$ cat config.mk
export PLATFORM = sky130hd
export DESIGN_NAME = alu_issue_ctrl
export DESIGN_NICKNAME = d
export VERILOG_FILES = /design/src/rtl/alu_issue_ctrl.sv
export SDC_FILE = /design/constraint.sdc
export NUM_CORES = 1
export LEC_CHECK = 0
export ABC_AREA = 1
export CORE_ASPECT_RATIO = 0.5
export CORE_UTILIZATION = 37
export DETAILED_ROUTE_END_ITERATION = 10
export MAX_ROUTING_LAYER = met4
export PLACE_DENSITY = 0.8
export SLEW_MARGIN = 5
export SYNTH_ARGS = -nofsm -noshare
export SYNTH_HDL_FRONTEND = slang
export SYNTH_SLANG_ARGS = --single-unit
$ cat constraint.sdc
create_clock -name clk_i -period 2.8 [get_ports clk_i]
set_clock_uncertainty 0.05 [all_clocks]
set_input_delay 0.56 -clock clk_i [delete_from_list [all_inputs] [get_ports clk_i]]
set_output_delay 0.56 -clock clk_i [all_outputs]
set_load 0.01 [all_outputs]
$ cat src/rtl/alu_issue_ctrl.sv
// ALU issue control: decodes ALUOp/funct, registers operands and control, and holds them for multi-cycle MUL.
// Multiply support (MUL_WAIT state and hold counter) is built only when ALU_ISSUE_MUL_EN is defined.
module alu_issue_ctrl #(
    parameter int WIDTH   = 32,
    parameter int MUL_LAT = 4
) (
    input  logic             clk_i,
    input  logic             rst_i,
    input  logic             valid_i,
    output logic             ready_o,
    input  logic [1:0]       ALUOp_i,
    input  logic [9:0]       funct_i,
    input  logic             ALUSrc_i,
    input  logic [WIDTH-1:0] rs1_data_i,
    input  logic [WIDTH-1:0] rs2_data_i,
    input  logic [WIDTH-1:0] imm_i,
    input  logic             flush_i,
    output logic [2:0]       ALUCtrl_o,
    output logic [WIDTH-1:0] data1_o,
    output logic [WIDTH-1:0] data2_o,
    output logic             valid_o,
    output logic             illegal_o
);

    localparam logic [2:0] CTRL_AND = 3'b000;
    localparam logic [2:0] CTRL_OR  = 3'b001;
    localparam logic [2:0] CTRL_ADD = 3'b010;
    localparam logic [2:0] CTRL_MUL = 3'b011;
    localparam logic [2:0] CTRL_SUB = 3'b110;
    localparam logic [2:0] CTRL_BAD = 3'b111;

    generate
        if (MUL_LAT < 1) begin : g_mul_lat_check
            $error("MUL_LAT must be at least 1");
        end
    endgenerate

`ifdef ALU_ISSUE_MUL_EN
    localparam int CNT_W = $clog2(MUL_LAT + 1);
    typedef enum logic [1:0] {IDLE, ISSUE, MUL_WAIT} state_t;
`else
    typedef enum logic [1:0] {IDLE, ISSUE} state_t;
`endif

    state_t     state_q, state_d;
    logic [2:0] dec_ctrl;
    logic       dec_illegal;
    logic       dec_mul;
    logic       illegal_q;
    logic       accept;

    // NOTE: every signal written in always_comb gets a default first, so no path can infer a latch.
    always_comb begin
        dec_ctrl = CTRL_BAD;
        dec_mul  = 1'b0;
        case (ALUOp_i)
            2'b00: dec_ctrl = CTRL_ADD;
            2'b01: dec_ctrl = CTRL_SUB;
            2'b10: begin
                case (funct_i)
                    10'b0000000_111: dec_ctrl = CTRL_AND;
                    10'b0000000_110: dec_ctrl = CTRL_OR;
                    10'b0000000_000: dec_ctrl = CTRL_ADD;
                    10'b0100000_000: dec_ctrl = CTRL_SUB;
`ifdef ALU_ISSUE_MUL_EN
                    10'b0000001_000: begin
                        dec_ctrl = CTRL_MUL;
                        dec_mul  = 1'b1;
                    end
`endif
                    default:         dec_ctrl = CTRL_BAD;
                endcase
            end
            default: begin
                // I-type ignores funct7 entirely
                case (funct_i[2:0])
                    3'b000:  dec_ctrl = CTRL_ADD;
                    3'b111:  dec_ctrl = CTRL_AND;
                    3'b110:  dec_ctrl = CTRL_OR;
                    default: dec_ctrl = CTRL_BAD;
                endcase
            end
        endcase
    end

    assign dec_illegal = (dec_ctrl == CTRL_BAD);
    assign accept      = valid_i & ready_o & ~flush_i;

`ifdef ALU_ISSUE_MUL_EN
    logic [CNT_W-1:0] cnt_q, cnt_d;

    assign ready_o = (state_q != MUL_WAIT) || (cnt_q == '0);
    assign valid_o = (state_q == ISSUE) || ((state_q == MUL_WAIT) && (cnt_q == '0));

    always_comb begin
        state_d = IDLE;
        cnt_d   = cnt_q;
        if ((state_q == MUL_WAIT) && (cnt_q != '0)) begin
            state_d = MUL_WAIT;
            cnt_d   = cnt_q - 1'b1;
        end
        if (accept) begin
            if (dec_mul && (MUL_LAT > 1)) begin
                state_d = MUL_WAIT;
                cnt_d   = CNT_W'(MUL_LAT - 1);
            end else begin
                state_d = ISSUE;
            end
        end
        if (flush_i) begin
            state_d = IDLE;
            cnt_d   = '0;
        end
    end

    // NOTE: sequential state uses non-blocking assignments so all registers update from pre-edge values.
    always_ff @(posedge clk_i or posedge rst_i) begin
        if (rst_i) begin
            state_q <= IDLE;
            cnt_q   <= '0;
        end else begin
            state_q <= state_d;
            cnt_q   <= cnt_d;
        end
    end
`else
    assign ready_o = 1'b1;
    assign valid_o = (state_q == ISSUE);

    always_comb begin
        state_d = IDLE;
        if (accept) begin
            state_d = ISSUE;
        end
        if (flush_i) begin
            state_d = IDLE;
        end
    end

    always_ff @(posedge clk_i or posedge rst_i) begin
        if (rst_i) begin
            state_q <= IDLE;
        end else begin
            state_q <= state_d;
        end
    end

    logic unused_mul;
    assign unused_mul = dec_mul;
`endif

    // Operand/control registers only move on accept, so they stay frozen through MUL_WAIT and IDLE.
    always_ff @(posedge clk_i or posedge rst_i) begin
        if (rst_i) begin
            ALUCtrl_o <= CTRL_AND;
            data1_o   <= '0;
            data2_o   <= '0;
            illegal_q <= 1'b0;
        end else if (accept) begin
            ALUCtrl_o <= dec_ctrl;
            data1_o   <= rs1_data_i;
            data2_o   <= ALUSrc_i ? imm_i : rs2_data_i;
            illegal_q <= dec_illegal;
        end
    end

    assign illegal_o = valid_o & illegal_q;

endmodule

# == Yosys cells after proc, flatten, opt, wreduce, memory -nomap -nowiden ==
# Index checks and enable logic that the tools add are counted.
# totals
in_bits,113
out_inout_bits,70
ff_bits,70
# classes
n_eq_ne,9
n_mux,6
bitwise,3
reduce_logical,3
# op_table
cell,n
2-to-1 mux 32 bit,1
"equality test 10 x 3 -> 1 bit, second input constant",2
case mux 3 bit (3 select lines),2
case mux 3 bit (4 select lines),1
"equality test 10 x 9 -> 1 bit, second input constant",1
logical NOT 10 bit,1
"equality test 3 bit, second input constant",3
"equality test 2 x 1 -> 1 bit, second input constant",2
logical NOT 3 bit,1
AND 1 bit,2
"equality test 2 bit, second input constant",1
logical NOT 2 bit,1
2-to-1 mux 2 bit,1
2-to-1 mux 1 bit,1
NOT 1 bit,1

# == Logic depth before layout (Yosys ltp) ==
# Gate-level depths: netlist of the first run.
# logic_depth
depth_word,4
depth_mapped,8
depth_no_buf,8

# == Least setup slack after synthesis of the first run ==
# No wires, ideal clock.
# synth_timing
path_kind,input -> register
from,input port funct_i[5]
to,register illegal_q
slack_ns,1.463
cell_stages,8
setup_ns,0.116
arrival_ns,1.171
path_cell_list,nor2_1 -> nand2_1 -> nor2_1 -> nand3_1 -> nand3_1 -> inv_1 -> nand2_1 -> nand2_1
# synth_via
elab_chain_cells,4
elab_cells_between_ends,7
# synth_lines
element,line_no,source
start: declaration,12,"input logic [9:0] funct_i,"
equality test 10 x 9 -> 1 bit (tied with other cells),60,case (funct_i)
case mux 3 bit (4 select lines) (*),60,
case mux 3 bit (3 select lines) (*),56,case (ALUOp_i)
equality test 3 bit (*),86,assign dec_illegal = (dec_ctrl == CTRL_BAD);
end signal: assignment,163,illegal_q <= dec_illegal;
end: declaration,49,logic illegal_q;
# Every way passes the cells marked *; elsewhere a longest branch is shown, timed or not.
# A chain may end at the register's enable or synchronous reset.

# == Worst setup path in the final report of the first run ==
# layout_timing
from,input port valid_i
to,register data2_o[8]
# layout_via
elab_chain_cells,1
# layout_lines
element,line_no,source
start: declaration,9,"input logic valid_i,"
AND 1 bit,87,assign accept = valid_i & ready_o & ~flush_i;
end signal: assignment,162,data2_o <= ALUSrc_i ? imm_i : rs2_data_i;
end: declaration,20,"output logic [WIDTH-1:0] data2_o,"
# Every way passes these cells.

==> impl_metrics.csv, run 1 <==
group,metric,value,unit
run_status,status,"complete, no violations",
cts,cts_hold_buf,0,
sta,rsz0062_at_grt,"false",
setup_path,cp_common_cell,"o21ai_0",
logic_synthesis,synth-seq-cells,69,
drt,num_vias,3060,
cells_and_area,nNetsFinal,660,
grt,antenna_found_initial,0,
drt,postRouteAntennaNets,0,
setup_path,worst-setup-path-type,"input port to flip-flop",
cells_and_area,drive_gt1_share,4.17,%
drt,wl_per_cell,13.4,um
pwr,p_switching,0.781,mW
drt,drtIter0Drc,182,
sta,fin_tns_setup,0,ns
placement,place.gp.congestion,0.847,
setup_path,slowest_delay,0.52,ns
sta,final-setup-viol-count,0,
pwr,powerDensity,568,mW/mm^2
pwr,p_sw_share,26.7,%
grt,track_usage,22.9,%
cells_and_area,final_cell_count_no_fill,660,
setup_path,cp.arrival,2.15,ns
placement,post-place-ws,0.490,ns
grt,grt_use_met3,5.50,%
sta,period_minus_slack,1.98,ns
setup_path,critPathMaxFanout,68,
setup_path,crit_family,"buffers and inverters",
setup_path,critPathLaunchType,"input port",
grt,grt.met1_usage,26.7,%
logic_synthesis,synth_cell_types,17,
grt,overflow,0,
cts,clock_path_buffers,2,
logic_synthesis,syn-cell-area,0.00302,sq mm
floorplan,design.die.area,0.00854,sq mm
cts,root_buffer,"clkbuf_16",
cts,cts_tree,"yes",
cts,cts-htree-levels,3,
floorplan,dieHeight,65.8,um
sta,fin_crit_sh,70.7,%
floorplan,fp.dieW,130,um
floorplan,rows,22,
grt,globalRouteMet2Util,39.6,%
logic_synthesis,synthCells,372,
sta,layout_setup_ws,0.821,ns
floorplan,fp.coreArea,0.00760,sq mm
placement,portBuffers,181,
cts,cts.sinks,69,
logic_synthesis,yosys_warnings,0,
pwr,internal-power,2.15,mW
grt,grt_max_degree,70,
pwr,clkPwrFrac,34.5,%
setup_path,crit_chain,"clkdlybuf4s50_1, inv_1, nor2_4, buf_4, o21ai_0, o21ai_0",
drt,viasPerCell,4.64,
drt,drc,0,
pwr,power,2.93,mW
placement,dp_hpwl,6.17,mm
logic_synthesis,syn_area_per_cell,8.11,sq um
setup_path,required,2.97,ns
grt,grt_pass1_vias,3069,
logic_synthesis,syn_nets,485,
cts,clk_transition_reported_paths,0.06,ns
pwr,power.share.sequential,41.0,%
sta,tightest_slew,1.04,ns
pwr,p_leak,2.34,nW
hold_path,hold_class,"flip-flop to flip-flop",
grt,grt_pass1_wl,14.5,mm
cts,insertion_delay,0.32,ns
drt,drt-pass1-iter-count,4,
pwr,comb_power_share,24.6,%
setup_path,cp-end-kind,"flip-flop",
cts,cts_buffers,9,
grt,busiest_layer,"met2",
setup_path,critPathSlowestCell,"buf_4",
sta,slew_headroom,30.7,%
floorplan,initial_core_util,39.7,%
sta,fmax,505,MHz
placement,numPlacedInstances,644,
run,maxCapViolCount,0,
pwr,peakVddDrop,0.000327,V
sta,maxSlewViolCount,0,
logic_synthesis,ys_seq_area_share,57.3,%
sta,finalHoldViolCount,0,
cells_and_area,antennaDiodeCount,0,
cells_and_area,syn2layout_area_growth,71.0,%
drt,wl,8.88,mm
cts,cts_setup_buffers,0,
cts,post_cts_resized,0,
setup_path,crit_buf_inv,3,
floorplan,ios,183,
==> cell usage in the layout, fill, tap and decap left out <==
cell             instances
a21oi_1                  1
buf_12                   2
buf_4                    2
clkbuf_16                9
clkdlybuf4s50_1        181
clkinv_2                 4
clkinvlp_4               3
conb_1                   1
dfrtp_1                 69
inv_1                   10
inv_2                    2
nand2_1                151
nand3_1                  5
nor2_1                  45
nor2_4                   1
o211ai_1                 1
o21ai_0                 59
o21ai_1                  6
==> final timing paths <==
kind | depth (start not counted) | start | slack [ns] | to
max in group asynchronous | 3 | rst_i | 1.81 | data2_o[24]
worst min-delay path | 2 | data1_o[13] | 0.42 | data1_o[13]
worst max-delay path | 6 | valid_i | 0.82 | data2_o[8]
worst min register to register | 2 | data1_o[13] | 0.42 | data1_o[13]
min in group asynchronous | 3 | rst_i | 0.58 | data1_o[13]
worst max register to register | 2 | data2_o[8] | 2.05 | data2_o[8]
==> cell type report <==
cell class	instances	area [sq um]
Clock inverter	7	42.5
Tap cell	108	135
Fill cell	668	2440
Multi-Input combinational cell	270	1110
Timing Repair Buffer	185	1870
Sequential cell	69	1730
Clock buffer	9	225
Inverter	12	45.0
==> synth_stat cells (all sizes together) <==
master  number  area [sq um]
nand2      151           567
a21oi        1          5.00
conb         1          3.75
inv         12          45.0
o21ai       65           325
o211ai       1          7.51
dfrtp       69          1730
nor2        46           180
buf         17           113
nand3        5          25.0
clkbuf       4          17.5
==> flip-flops by register name, summed over array words and instances (netlist names) <==
name       count
ALUCtrl_o      3
data1_o       32
data2_o       32
illegal_q      1
state_q        1
==> per-layer routing <==
metal | vias up | wire length [um] | share of wire (%)
li1 | 1521 | - | -
met5 | - | 0 | 0
met1 | 1408 | 3700 | 42
met2 | 117 | 4470 | 50
met4 | 0 | 163 | 1.8
met3 | 14 | 541 | 6.1
==> per-stage QoR <==
step	cell area [sq um]	utilization [%]	hold WS, ns
6_report	5150	67.9	0.418
3_5_place_dp	4890	64.3	0.408
4_1_cts	5150	67.9	0.422
2_1_floorplan	3020	-	0.399
5_1_grt	5150	67.9	0.440
3_3_place_gp	4890	64.3	0.403
==> power by group through the flow <==
| stage | Sequential [mW] | Clock, mW | Combinational [mW] |
|---|---|---|---|
| global placement | 1.21 | 0 | 0.713 |
| CTS | 1.20 | 1.03 | 0.728 |
| finish | 1.20 | 1.01 | 0.719 |
| global route | 1.22 | 1.08 | 0.788 |
| floorplan | 1.27 | 0 | 0.185 |
| detailed placement | 1.21 | 0 | 0.725 |
==> worst reg2reg max path, cell delays in order (launching register included) <==
cell     delay, ns
dfrtp_1       0.39
nand2_1       0.07
o21ai_0       0.11
==> cells by family (layout without fill, tap and decap cells) <==
kind of cell	count (synthesis)	after routing	share of synthesized area, %
AOI/OAI and AO/OA	67	67	11.2
DFF	69	69	57.3
other	1	1	0.124
and+or+nand+nor	202	202	25.6
buffers and inverters	33	213	5.81
Note: power is estimated with default switching activity, not from simulation.
==> inputs of run 2 (changes only) <==
CORE_UTILIZATION = 34   (was 37)
PLACE_DENSITY = 0.77   (was 0.8)
clock period = 1.8 ns   (was 2.8 ns; I/O delays follow)
==> run 2 against run 1 <==
Combinational power grew 60%. Worst hold slack got worse by 0.11 ns. Setup slack worse by 0.76 ns. Global-route usage is 1.5 points lower. Via count is 0.62% higher. Sequential share of layout area fell by 0.90 points. Clock power is 73% higher. Sequential cell count did not move. First-iteration DRC count down 13%. Critical endpoint is now illegal_o.
==> impl_metrics.csv, run 2 (synthesized netlist as in run 1, its figures left out) <==
group,metric,value,unit
setup_path,cp.arrival,1.33,ns
cells_and_area,reg_top3,"data1_o: 32 flops, data2_o: 32 flops, ALUCtrl_o: 3 flops",
setup_path,rr_startpoint,"data2_o[19]",
grt,overflow,0,
sta,rsz0062_at_grt,"false",
sta,period_minus_slack,1.74,ns
cts,cts_hold_buf,0,
cts,cts.sinks,69,
cells_and_area,fin_area,0.00530,sq mm
cells_and_area,final_cell_count_no_fill,674,
grt,globalRouteMet2Util,37.6,%
drt,viasPerCell,4.57,
pwr,power,4.76,mW
drt,drc,0,
sta,fin_tns_setup,0,ns
run_status,status,"complete, no violations",
sta,maxSlewViolCount,0,
pwr,peakVddDrop,0.000544,V
cts,clk_transition_reported_paths,0.06,ns
sta,final-setup-viol-count,0,
grt,grt_use_met3,5.12,%
cells_and_area,antennaDiodeCount,0,
placement,place.gp.congestion,0.812,
sta,fmax,575,MHz
cells_and_area,syn2layout_area_growth,75.7,%
drt,drtIter0Drc,158,
floorplan,dieHeight,68.6,um
floorplan,rows,23,
drt,num_vias,3079,
cts,cts-htree-levels,3,
cells_and_area,fin_util,63.9,%
setup_path,required,1.39,ns
drt,drt-pass1-iter-count,4,
setup_path,worst-setup-path-type,"flip-flop to primary output",
setup_path,critPathLaunchType,"flip-flop",
placement,numPlacedInstances,658,
grt,grt_pass1_vias,2970,
cts,insertion_delay,0.32,ns
floorplan,initial_core_util,36.4,%
grt,track_usage,21.5,%
grt,busiest_layer,"met2",
cells_and_area,drive_gt1_share,5.87,%
cts,cts_setup_buffers,0,
floorplan,fp.coreArea,0.00829,sq mm
hold_path,hold_class,"input port to asynchronous set/reset pin",
cells_and_area,fillers,717,
sta,finalHoldViolCount,0,
pwr,powerDensity,899,mW/mm^2
floorplan,fp.dieW,135,um
cells_and_area,final_cell_mix,"clkdlybuf4s50_1, nand2_1, dfrtp_1",
floorplan,design.die.area,0.00927,sq mm
run,maxCapViolCount,0,
cts,cts_buffers,9,
setup_path,critPathMaxFanout,2,
setup_path,cp-end-kind,"primary output",
grt,grt_max_degree,50,
grt,grt.met1_usage,23.9,%
grt,grt_pass1_wl,14.4,mm
placement,portBuffers,181,
placement,dp_hpwl,7.01,mm
drt,wl_per_cell,13.8,um
setup_path,critPathLaunch,"illegal_q",
cts,clock_path_buffers,2,
floorplan,ios,183,
drt,postRouteAntennaNets,0,
cells_and_area,layout_commonest_cell,"clkdlybuf4s50_1",
drt,wl,9.28,mm
cells_and_area,nNetsFinal,670,
grt,antenna_found_initial,0,
cts,post_cts_resized,0,
pwr,p_leak,2.41,nW
placement,place_area,0.00500,sq mm
cts,root_buffer,"clkbuf_16",
sta,fin_crit_sh,96.6,%
cts,cts_tree,"yes",
==> run 2: path summary, 6_finish.rpt <==
path,end,slack [ns],cells past startpoint
worst max-delay path,illegal_o,0.06,3
worst min-delay path,data1_o[4],0.31,2
worst max register to register,data2_o[19],1.09,2
worst min register to register,data1_o[3],0.41,2
max in group asynchronous,data1_o[6],0.93,3
min in group clk_i,data1_o[3],0.41,2
==> run 2: layout make-up <==
| class | instances | area (sq um) | share of cell area (%) |
|---|---|---|---|
| repair buffers | 195 | 1970 | 37.1 |
| flip-flops and latches | 69 | 1730 | 32.6 |
| clock buffers | 10 | 239 | 4.51 |
| clock inverters | 6 | 62.6 | 1.18 |
| inverters | 12 | 48.8 | 0.921 |
| multi-input cells | 270 | 1110 | 21.0 |
| well taps | 112 | 140 | 2.65 |
==> run 2: critical path, stage by stage (launching register included) <==
cell and delay, ns:
dfrtp_1 0.37, nand2_1 0.06, inv_1 0.05, clkdlybuf4s50_1 0.52
==> run 2: per-stage QoR <==
step	setup slack [ns]	hold WS, ns
3_5_place_dp	0.0951	0.408
6_report	0.0617	0.306
4_1_cts	0.0365	0.302
2_1_floorplan	0.634	0.399
3_3_place_gp	0.155	0.403
5_1_grt	0.00419	0.321
==> run 2: metal layers <==
metal	vias up	routed length [um]
li1	1535	-
met1	1445	3830
met2	75	4830
met3	24	335
met4	0	280
met5	-	0
==> run 2: where the power goes <==
group	total [mW]	leakage, nW	internal [mW]	switching [mW]
sequential	1.87	0.849	1.76	0.109
clock	1.75	0.140	1.10	0.646
combinational	1.15	1.42	0.682	0.467
==> inputs of run 3 (changes only) <==
CAP_MARGIN = 20   (was not set)
CORE_UTILIZATION = 35   (was 34)
CTS_BUF_LIST = sky130_fd_sc_hd__clkbuf_8   (was not set)
PLACE_DENSITY = 0.79   (was 0.77)
==> run 3 against run 2 <==
Via count barely moved. Clock power down 34%. Power fell by 12%. Fmax rose by 2.1%. Clock-buffer cell count increased by 2. Sequential cell count did not move. Die area is 2.8% lower. Largest cell class unchanged.
==> impl_metrics.csv, run 3 (synthesized netlist as in run 1, its figures left out) <==
group,metric,value,unit
cells_and_area,fillers,683,
setup_path,rr_startpoint,"data2_o[29]",
cts,cts_tree,"yes",
drt,drt-pass1-iter-count,4,
cts,cts-htree-levels,3,
cells_and_area,reg_top3,"data1_o: 32 flops, data2_o: 32 flops, ALUCtrl_o: 3 flops",
floorplan,initial_core_util,36.9,%
pwr,p_leak,2.39,nW
grt,grt_max_degree,49,
drt,wl,9.26,mm
cells_and_area,final_cell_mix,"clkdlybuf4s50_1, nand2_1, dfrtp_1",
pwr,powerDensity,804,mW/mm^2
drt,drc,0,
drt,wl_per_cell,13.8,um
grt,overflow,0,
floorplan,design.die.area,0.00901,sq mm
cells_and_area,fin_area,0.00519,sq mm
cells_and_area,layout_commonest_cell,"clkdlybuf4s50_1",
run_status,status,"complete, no violations",
cts,cts_hold_buf,0,
setup_path,critPathLaunchType,"flip-flop",
drt,drtIter0Drc,147,
setup_path,crit_family,"buffers and inverters",
drt,num_vias,3082,
sta,fin_tns_setup,0,ns
sta,maxSlewViolCount,0,
run,maxCapViolCount,0,
placement,dp_hpwl,7.00,mm
sta,fmax,587,MHz
cells_and_area,final_cell_count_no_fill,673,
grt,grt_pass1_vias,2966,
cells_and_area,antennaDiodeCount,0,
placement,portBuffers,181,
cts,clock_path_buffers,2,
cells_and_area,fin_util,63.5,%
setup_path,required,1.39,ns
floorplan,dieHeight,67.6,um
sta,worst_hold_slack,0.299,ns
floorplan,ios,183,
placement,place_area,0.00501,sq mm
setup_path,r2r_setup_slack,1.08,ns
cts,root_buffer,"clkbuf_8",
setup_path,critPathSlowestCell,"clkdlybuf4s50_1",
setup_path,cp.arrival,1.29,ns
setup_path,crit_buf_inv,1,
sta,fin_crit_sh,94.6,%
pwr,peakVddDrop,0.000366,V
setup_path,r2r_end,"data2_o[29]",
drt,viasPerCell,4.58,
grt,antenna_found_initial,0,
cts,cts.sinks,69,
cells_and_area,syn2layout_area_growth,72.1,%
sta,layout_setup_ws,0.0967,ns
cts,clk_transition_reported_paths,0.07,ns
cts,cts_buffers,9,
sta,period_minus_slack,1.70,ns
setup_path,critPathMaxFanout,2,
setup_path,slowest_delay,0.58,ns
setup_path,rr_worst_depth,2,
grt,track_usage,22.0,%
pwr,power,4.17,mW
setup_path,cp-end-kind,"primary output",
cells_and_area,drive_gt1_share,5.35,%
cells_and_area,nNetsFinal,670,
setup_path,crit_chain,"clkdlybuf4s50_1",
setup_path,worst-setup-path-type,"flip-flop to primary output",
drt,postRouteAntennaNets,0,
sta,rsz0062_at_grt,"false",
sta,final-setup-viol-count,0,
placement,numPlacedInstances,658,
floorplan,fp.coreArea,0.00817,sq mm
sta,finalHoldViolCount,0,
floorplan,fp.dieW,133,um
placement,place.gp.congestion,0.860,
floorplan,rows,23,
hold_path,hold_class,"input port to asynchronous set/reset pin",
grt,grt_pass1_wl,14.6,mm
cts,insertion_delay,0.35,ns
placement,post-place-ws,0.00114,ns
==> run 3: cell types whose count changed in the layout (fill, tap and decap cells not counted), sizes merged <==
cell and change:
clkbuf +2, clkinvlp -3, dlymetal6s2s +1, clkdlybuf4s50 -1, inv +2, clkinv -1, bufinv -1
==> run 3: where the power goes <==
part           internal (mW)  leakage, nW  switching (mW)
sequential              1.75        0.849           0.110
combinational          0.684         1.44           0.465
clock                  0.594        0.101           0.565
total                   3.03         2.39            1.14
==> run 3: repair_timing <==
item / in CTS / in global routing
resized for setup: 0 / 1
setup endpoints to repair: 0 / 1
setup buffers: 0 / 0
==> run 3: worst max-delay path by stage <==
| stage | to | from | cells past startpoint | slack (ns) |
|---|---|---|---|---|
| floorplan | ALUCtrl_o[0] | rst_i | 1 | 0.63 |
| global placement | data2_o[1] | valid_i | 6 | 0.11 |
| detailed placement | data2_o[29] | valid_i | 6 | 0.001 |
| CTS | illegal_o | illegal_q | 3 | 0.00002 |
| global route | ALUCtrl_o[1] | ALUCtrl_o[1] | 1 | 0.07 |
| finish | ALUCtrl_o[0] | ALUCtrl_o[0] | 1 | 0.1 |
==> run 3: layout make-up <==
| type | instances | area, sq um | share of cell area [%] |
|---|---|---|---|
| Sequential cell | 69 | 1730 | 33.3 |
| Clock buffer | 12 | 165 | 3.18 |
| Inverter | 12 | 48.8 | 0.940 |
| Tap cell | 112 | 140 | 2.70 |
| Clock inverter | 3 | 12.5 | 0.241 |
| Multi-Input combinational cell | 270 | 1110 | 21.5 |
| Timing Repair Buffer | 195 | 1980 | 38.2 |
==> run 3: per-layer routing <==
metal | wire length (um) | global-route usage [%] | up-vias
met5 | 0 | - | -
met1 | 3950 | 25.0 | 1450
met3 | 309 | 4.65 | 18
met2 | 4830 | 39.1 | 76
met4 | 173 | 8.10 | 0
li1 | - | - | 1538
